`src/rtl/mem_seq.sv`:
```
// Byte-serial load/store sequencer: splits a 1/2/4-byte access into single-byte
// transactions on a handshake bus and assembles little-endian load results.
`timescale 1ns/1ps

// state | meaning
// IDLE  | waiting for i_start; validates and latches the request
// XFER  | one byte per ack on the bus, counter selects the byte lane
// FIN   | one-cycle o_done, load result already visible on o_rdata
module mem_seq (
  input  logic        i_clk,
  input  logic        i_rst_n,
  input  logic        i_start,
  input  logic [31:0] i_addr,
  input  logic [31:0] i_wdata,
  input  logic [2:0]  i_insize,
  input  logic        i_insign,
  input  logic [2:0]  i_outsize,
  output logic        o_busy,
  output logic        o_done,
  output logic        o_err,
  output logic [31:0] o_rdata,
  output logic        o_bus_req,
  output logic        o_bus_we,
  output logic [31:0] o_bus_addr,
  output logic [7:0]  o_bus_wdata,
  input  logic [7:0]  i_bus_rdata,
  input  logic        i_bus_ack
);

  typedef enum logic [1:0] {
    IDLE = 2'd0,
    XFER = 2'd1,
    FIN  = 2'd2
  } state_t;

  state_t r_state;
  state_t w_state_nxt;

  logic [31:0] r_addr;
  logic [31:0] r_wdata;
  logic [2:0]  r_size;
  logic        r_store;
  logic        r_insign;
  logic [1:0]  r_cnt;
  logic [31:0] r_buf;
  logic [31:0] r_rdata;
  logic        r_err;

  logic        w_in_nz;
  logic        w_out_nz;
  logic [2:0]  w_req_size;
  logic        w_size_ok;
  logic        w_req_valid;
  logic        w_accept;
  logic        w_reject;
  logic [1:0]  w_last_idx;
  logic        w_last;
  logic        w_xfer_ack;
  logic [7:0]  w_wbyte;
  logic [31:0] w_buf_nxt;
  logic [31:0] w_ext;

  // Request decode: exactly one direction, legal size, naturally aligned.
  assign w_in_nz    = |i_insize;
  assign w_out_nz   = |i_outsize;
  assign w_req_size = w_out_nz ? i_outsize : i_insize;

  always_comb begin
    w_size_ok = 1'b0;
    case (w_req_size)
      3'd1:    w_size_ok = 1'b1;
      3'd2:    w_size_ok = ~i_addr[0];
      3'd4:    w_size_ok = ~(|i_addr[1:0]);
      default: w_size_ok = 1'b0;
    endcase
  end

  assign w_req_valid = (w_in_nz ^ w_out_nz) & w_size_ok;
  assign w_accept    = (r_state == IDLE) & i_start & w_req_valid;
  assign w_reject    = (r_state == IDLE) & i_start & (w_in_nz | w_out_nz) & ~w_req_valid;

  always_comb begin
    w_last_idx = 2'd3;
    case (r_size)
      3'd1:    w_last_idx = 2'd0;
      3'd2:    w_last_idx = 2'd1;
      default: w_last_idx = 2'd3;
    endcase
  end

  assign w_last     = (r_cnt == w_last_idx);
  assign w_xfer_ack = (r_state == XFER) & i_bus_ack;

  always_comb begin
    w_wbyte = r_wdata[7:0];
    case (r_cnt)
      2'd0: w_wbyte = r_wdata[7:0];
      2'd1: w_wbyte = r_wdata[15:8];
      2'd2: w_wbyte = r_wdata[23:16];
      2'd3: w_wbyte = r_wdata[31:24];
      default: w_wbyte = r_wdata[7:0];
    endcase
  end

  // Load buffer with the byte arriving this cycle merged in, so the final
  // byte can be folded into o_rdata on the same edge that enters FIN.
  always_comb begin
    w_buf_nxt = r_buf;
    case (r_cnt)
      2'd0: w_buf_nxt[7:0]   = i_bus_rdata;
      2'd1: w_buf_nxt[15:8]  = i_bus_rdata;
      2'd2: w_buf_nxt[23:16] = i_bus_rdata;
      2'd3: w_buf_nxt[31:24] = i_bus_rdata;
      default: w_buf_nxt = r_buf;
    endcase
  end

  always_comb begin
    w_ext = w_buf_nxt;
    case (r_size)
      3'd1:    w_ext = {{24{r_insign & w_buf_nxt[7]}}, w_buf_nxt[7:0]};
      3'd2:    w_ext = {{16{r_insign & w_buf_nxt[15]}}, w_buf_nxt[15:0]};
      default: w_ext = w_buf_nxt;
    endcase
  end

  always_ff @(posedge i_clk or negedge i_rst_n) begin
    if (!i_rst_n) begin
      r_state <= IDLE;
    end else begin
      r_state <= w_state_nxt;
    end
  end

  // Bus outputs are decoded from state so reset drops o_bus_req immediately.
  always_comb begin
    w_state_nxt = r_state;
    o_busy      = 1'b0;
    o_done      = 1'b0;
    o_bus_req   = 1'b0;
    o_bus_we    = 1'b0;
    o_bus_addr  = 32'd0;
    o_bus_wdata = 8'd0;
    case (r_state)
      IDLE: begin
        if (w_accept) begin
          w_state_nxt = XFER;
        end
      end
      XFER: begin
        o_busy      = 1'b1;
        o_bus_req   = 1'b1;
        o_bus_we    = r_store;
        o_bus_addr  = r_addr + {30'd0, r_cnt};
        o_bus_wdata = r_store ? w_wbyte : 8'd0;
        if (i_bus_ack && w_last) begin
          w_state_nxt = FIN;
        end
      end
      FIN: begin
        o_busy      = 1'b1;
        o_done      = 1'b1;
        w_state_nxt = IDLE;
      end
      default: begin
        w_state_nxt = IDLE;
      end
    endcase
  end

  always_ff @(posedge i_clk or negedge i_rst_n) begin
    if (!i_rst_n) begin
      r_addr   <= 32'd0;
      r_wdata  <= 32'd0;
      r_size   <= 3'd0;
      r_store  <= 1'b0;
      r_insign <= 1'b0;
      r_cnt    <= 2'd0;
      r_buf    <= 32'd0;
      r_rdata  <= 32'd0;
      r_err    <= 1'b0;
    end else begin
      r_err <= w_reject;
      if (w_accept) begin
        r_addr   <= i_addr;
        r_wdata  <= i_wdata;
        r_size   <= w_req_size;
        r_store  <= w_out_nz;
        r_insign <= i_insign;
        r_cnt    <= 2'd0;
        r_buf    <= 32'd0;
      end else if (w_xfer_ack) begin
        if (!r_store) begin
          r_buf <= w_buf_nxt;
        end
        if (w_last) begin
          if (!r_store) begin
            r_rdata <= w_ext;
          end
        end else begin
          r_cnt <= r_cnt + 2'd1;
        end
      end
    end
  end

  assign o_err   = r_err;
  assign o_rdata = r_rdata;

endmodule
```
`config.mk`:
```
export PLATFORM = sky130hd
export DESIGN_NAME = mem_seq
export DESIGN_NICKNAME = d
export VERILOG_FILES = /design/src/rtl/mem_seq.sv
export SDC_FILE = /design/constraint.sdc
export NUM_CORES = 1
export LEC_CHECK = 0
export ABC_AREA = 1
export CORE_UTILIZATION = 47
export CTS_CLUSTER_DIAMETER = 50
export DETAILED_ROUTE_END_ITERATION = 12
export GPL_TIMING_DRIVEN = 0
export PLACE_DENSITY = 0.78
export SLEW_MARGIN = 20
export SYNTH_ARGS = -nofsm -noshare
export SYNTH_HDL_FRONTEND = slang
export SYNTH_SLANG_ARGS = --single-unit
```
`constraint.sdc`:
```
create_clock -name i_clk -period 1.85 [get_ports i_clk]
set_input_delay 0.185 -clock i_clk [delete_from_list [all_inputs] [get_ports i_clk]]
set_output_delay 0.185 -clock i_clk [all_outputs]
set_load 0.02 [all_outputs]
```
==> metrics.md <==
| Metric | Value |
|---|---|
| Die area | roughly 16000 um^2 |
| Setup crit end kind | primary output |
| First-pass GRT wire length | 37000 um |
| Worst path bufs/invs | 1 |
| WL/cell | about 18 um |
| Mean Syn Cell Area | roughly 7.4 um^2 |
| Filler cells | about 1.1k |
| Largest net degree at the start of global routing | between 100 and 150 |
| Final hold violations | 0 |
| R2r setup slk | -0.37 ns |
| Failing checks | negative setup slack |
| Total Wirelength | ~26000 um |
| Pwr per Cell Area | 1470 nW/um^2 |
| Synthesized flop and latch total | between 100 and 150 |
| Post-route setup slack | -0.771 ns |
| Crit-path slowest cell | dfrtp_1 |
| Max incr delay on CP | about 0.44 ns |
| Library cells used by synthesis | 34 |
| Placement-stage cell area | about 9400 um^2 |
| Power Total | about 0.017 W |
| Maximum vdd drop | between 700 and 800 uV |
| Top Ports | 160 |
| Final Cell Area | around 11000 um^2 |
| Worst hold margin | around 0.23 ns |
| Core region area | 15300 um^2 |
| Crit path DAT | 2.44 ns |
| Critical Path Source Type | register |
| Final HPWL from detailed placement | approximately 16000 um |
| Slew HR | roughly 66% |
| Status | finished, violations left |
| Critical path's top delay family | simple AND/OR/NAND/NOR gates |
| Synth Instances | 1008 |
| Top fanout value on the critical path | 4 |
| Worst skew pair latency | 0.43 ns |
| Final setup skew | between 0.007 and 0.008 ns |
| Post-synthesis cell area | 7430 um^2 |
| Die width | 128 um |
| P_leak | 5.46 nW |
| GPL Wtd Cong | just over 0.9 |
| Die height | between 100 and 150 um |
| CP Data Required Time | about 1.7 ns |
| Via-per-instance ratio | ~5.4 |
| Proportion of layout cells with a drive suffix above 1 | between 20 and 30% |
| Sequential share of the synthesized area | about 46% |
| Max cap viols | 0 |
| Total track usage | 29.7% |
| Syn_nets | about 1.1k |
| Slew Viols, Final | 0 |
| Period utilization | 142% |
| Most used cell along the critical path | nand2_2 |
| Clock buffer depth | 2 |
| Clk sink count | 138 |
| Num CTS Buffers | 17 |
| DRC | 0 |
| Multi-input logic area | 4020 um^2 |
| Number of antenna violations at the first check in global routing | 0 |
| Root Buffer | clkbuf_16 |
| Endpoints failing setup | 87 |
| RSZ-0062 raised after global routing | yes |
| Crit-path cells | ha_4 > nand2_2 > nand2_2 > nand2_2 > nor3_4 > nand2_2 > nor2_4 > nand2_2 > xor2_1 > nor2_2 > buf_6 |
| Crit path time final | ~2.6 ns |
| Initial Util | 48.5% |
| Row count | between 40 and 50 |
| First-pass DRT Iterations | 5 |
| Kind of critical path | register to primary output |
| Min-delay worst type | primary input to async pin |
| Clock transition at the registers of the reported paths | around 0.060 ns |
| Worst Tran Pin Value | just over 0.5 ns |
| CTS tree | done |
| Routed Antenna Nets | 0 |
| Worst slack at placement | -1.15 ns |
| Vias | 7994 |
| Global route total overflow | 0 |
| Yosys synthesis warning count | 0 |
| Layout area overhead | 52.9% |
| Port Buffers | ~160 |
| Ant. Diodes | 0 |
| Nets@finish | 1340 |
| Initial DRC count | ~770 |
| Register area | ~3500 um^2 |
| Vias in the first global route | 7507 |
| Htree depth | 4 |
| Fmax | between 0.3 and 0.4 GHz |
## area by class of cell
class                           instances  share of cell area [%]
Inverter                              113                    3.92
Tap cell                              211                    2.32
Timing Repair Buffer                  219                    19.1
Sequential cell                       138                    30.4
Clock buffer                           24                    4.24
Clock inverter                          7                   0.584
Timing Repair inverter                  1                  0.0661
Buffer                                 46                    3.92
Multi-Input combinational cell        710                    35.4
## report_power, final
group	total, W	internal (W)	leakage [nW]	switching [W]
logic	0.00821	0.00346	3.40	0.00475
registers	0.00532	0.00431	1.79	0.00100
clock network	0.00322	0.00194	0.270	0.00127
total	0.0167	0.00972	5.46	0.00703
## per-stage QoR
step	utilization, %	TNS (ns)	cells
2_1_floorplan	-	-1.83	1008
3_3_place_gp	61.4	-734.49	1378
3_5_place_dp	61.6	-80.97	1379
4_1_cts	70.2	-25.28	1448
5_1_grt	74.2	-42.40	1469
6_report	74.2	-34.77	1469
## layer usage
metal	global-route usage [%]	part of all wire, %
met5	0	0
met4	15.6	5.7
met3	5.59	6.9
met2	49.4	48
met1	36.7	39
## cell usage after synthesis (all sizes together)
library cell	n	area share [%]
and2	1	0.084
a31oi	9	0.76
inv	113	5.7
nor4	1	0.084
nand3	22	1.6
nor3b	1	0.10
nor3	21	1.6
dfrtp	138	46
a21o	1	0.10
fa	1	0.27
ha	10	1.7
nand3b	1	0.10
a211oi	1	0.10
a21oi	42	2.8
nand2	391	20
clkbuf	27	1.4
nand4	13	1.1
o21bai	1	0.10
o21a	1	0.10
nor2	51	2.6
buf	20	1.9
xor2	12	1.5
xnor2	5	0.59
o21ai	125	9.1
## state kept, by name, summed over array words and instances (netlist names)
| name | flops |
|---|---|
| o_err | 1 |
| r_size | 3 |
| o_rdata | 32 |
| r_cnt | 2 |
| r_store | 1 |
| r_state | 2 |
| r_buf | 32 |
| r_insign | 1 |
| r_addr | 32 |
| r_wdata | 32 |
## path summary, 6_finish.rpt
path / cells past startpoint / end / from
worst max-delay path: 11 / o_bus_addr[31] / r_addr[1]$_DFFE_PN0P_
worst min-delay path: 2 / o_rdata[6]$_DFFE_PN0P_ / i_rst_n
worst max register to register: 16 / r_buf[20]$_DFFE_PN0P_ / r_cnt[0]$_DFFE_PN0P_
worst min register to register: 2 / o_rdata[31]$_DFFE_PN0P_ / o_rdata[31]$_DFFE_PN0P_
max in group asynchronous: 3 / r_cnt[0]$_DFFE_PN0P_ / i_rst_n
min in group i_clk: 3 / r_wdata[20]$_DFFE_PN0P_ / i_wdata[20]
## timing repair
action,4_1_cts,5_1_grt
hold endpoints to repair,37,0
hold buffers,1,0
resized for setup,398,148
gates cloned,3,3
setup endpoints to repair,168,179
pin swaps,50,32
setup buffers,36,24
## cell usage in the layout (no fill, tap or decap), types with 7 or more instances in the layout
cell type / synthesis / final
xor2_1: 11 / 10
buf_2: 13 / 14
nor2_4: 0 / 8
inv_1: 110 / 97
ha_4: 0 / 7
inv_2: 3 / 11
o21ai_1: 7 / 27
nor2_2: 0 / 15
nand4_1: 13 / 13
nor2_1: 51 / 28
buf_8: 0 / 9
clkbuf_16: 0 / 22
clkbuf_2: 0 / 12
nor3_1: 19 / 7
nor3_4: 1 / 10
a21oi_2: 0 / 12
nand2_2: 10 / 49
o21ai_2: 14 / 42
dfrtp_1: 138 / 136
o21ai_0: 104 / 53
nand3_1: 20 / 18
buf_6: 6 / 41
a21oi_1: 42 / 28
buf_4: 1 / 50
nand2_1: 381 / 338
clkdlybuf4s50_1: 0 / 115
## cell families (layout without fill, tap and decap cells)
| kind of cell | count (synthesis) | count (layout) | synth area share [%] |
|---|---|---|---|
| DFF | 138 | 138 | 46.5 |
| buffers and inverters | 160 | 410 | 8.96 |
| AOI/OAI and AO/OA | 180 | 180 | 13.1 |
| adders and majority gates | 11 | 11 | 1.95 |
| and+or+nand+nor | 502 | 502 | 27.4 |
| xor gates and xnor gates | 17 | 17 | 2.11 |
Note: power is estimated with default switching activity, not from simulation.
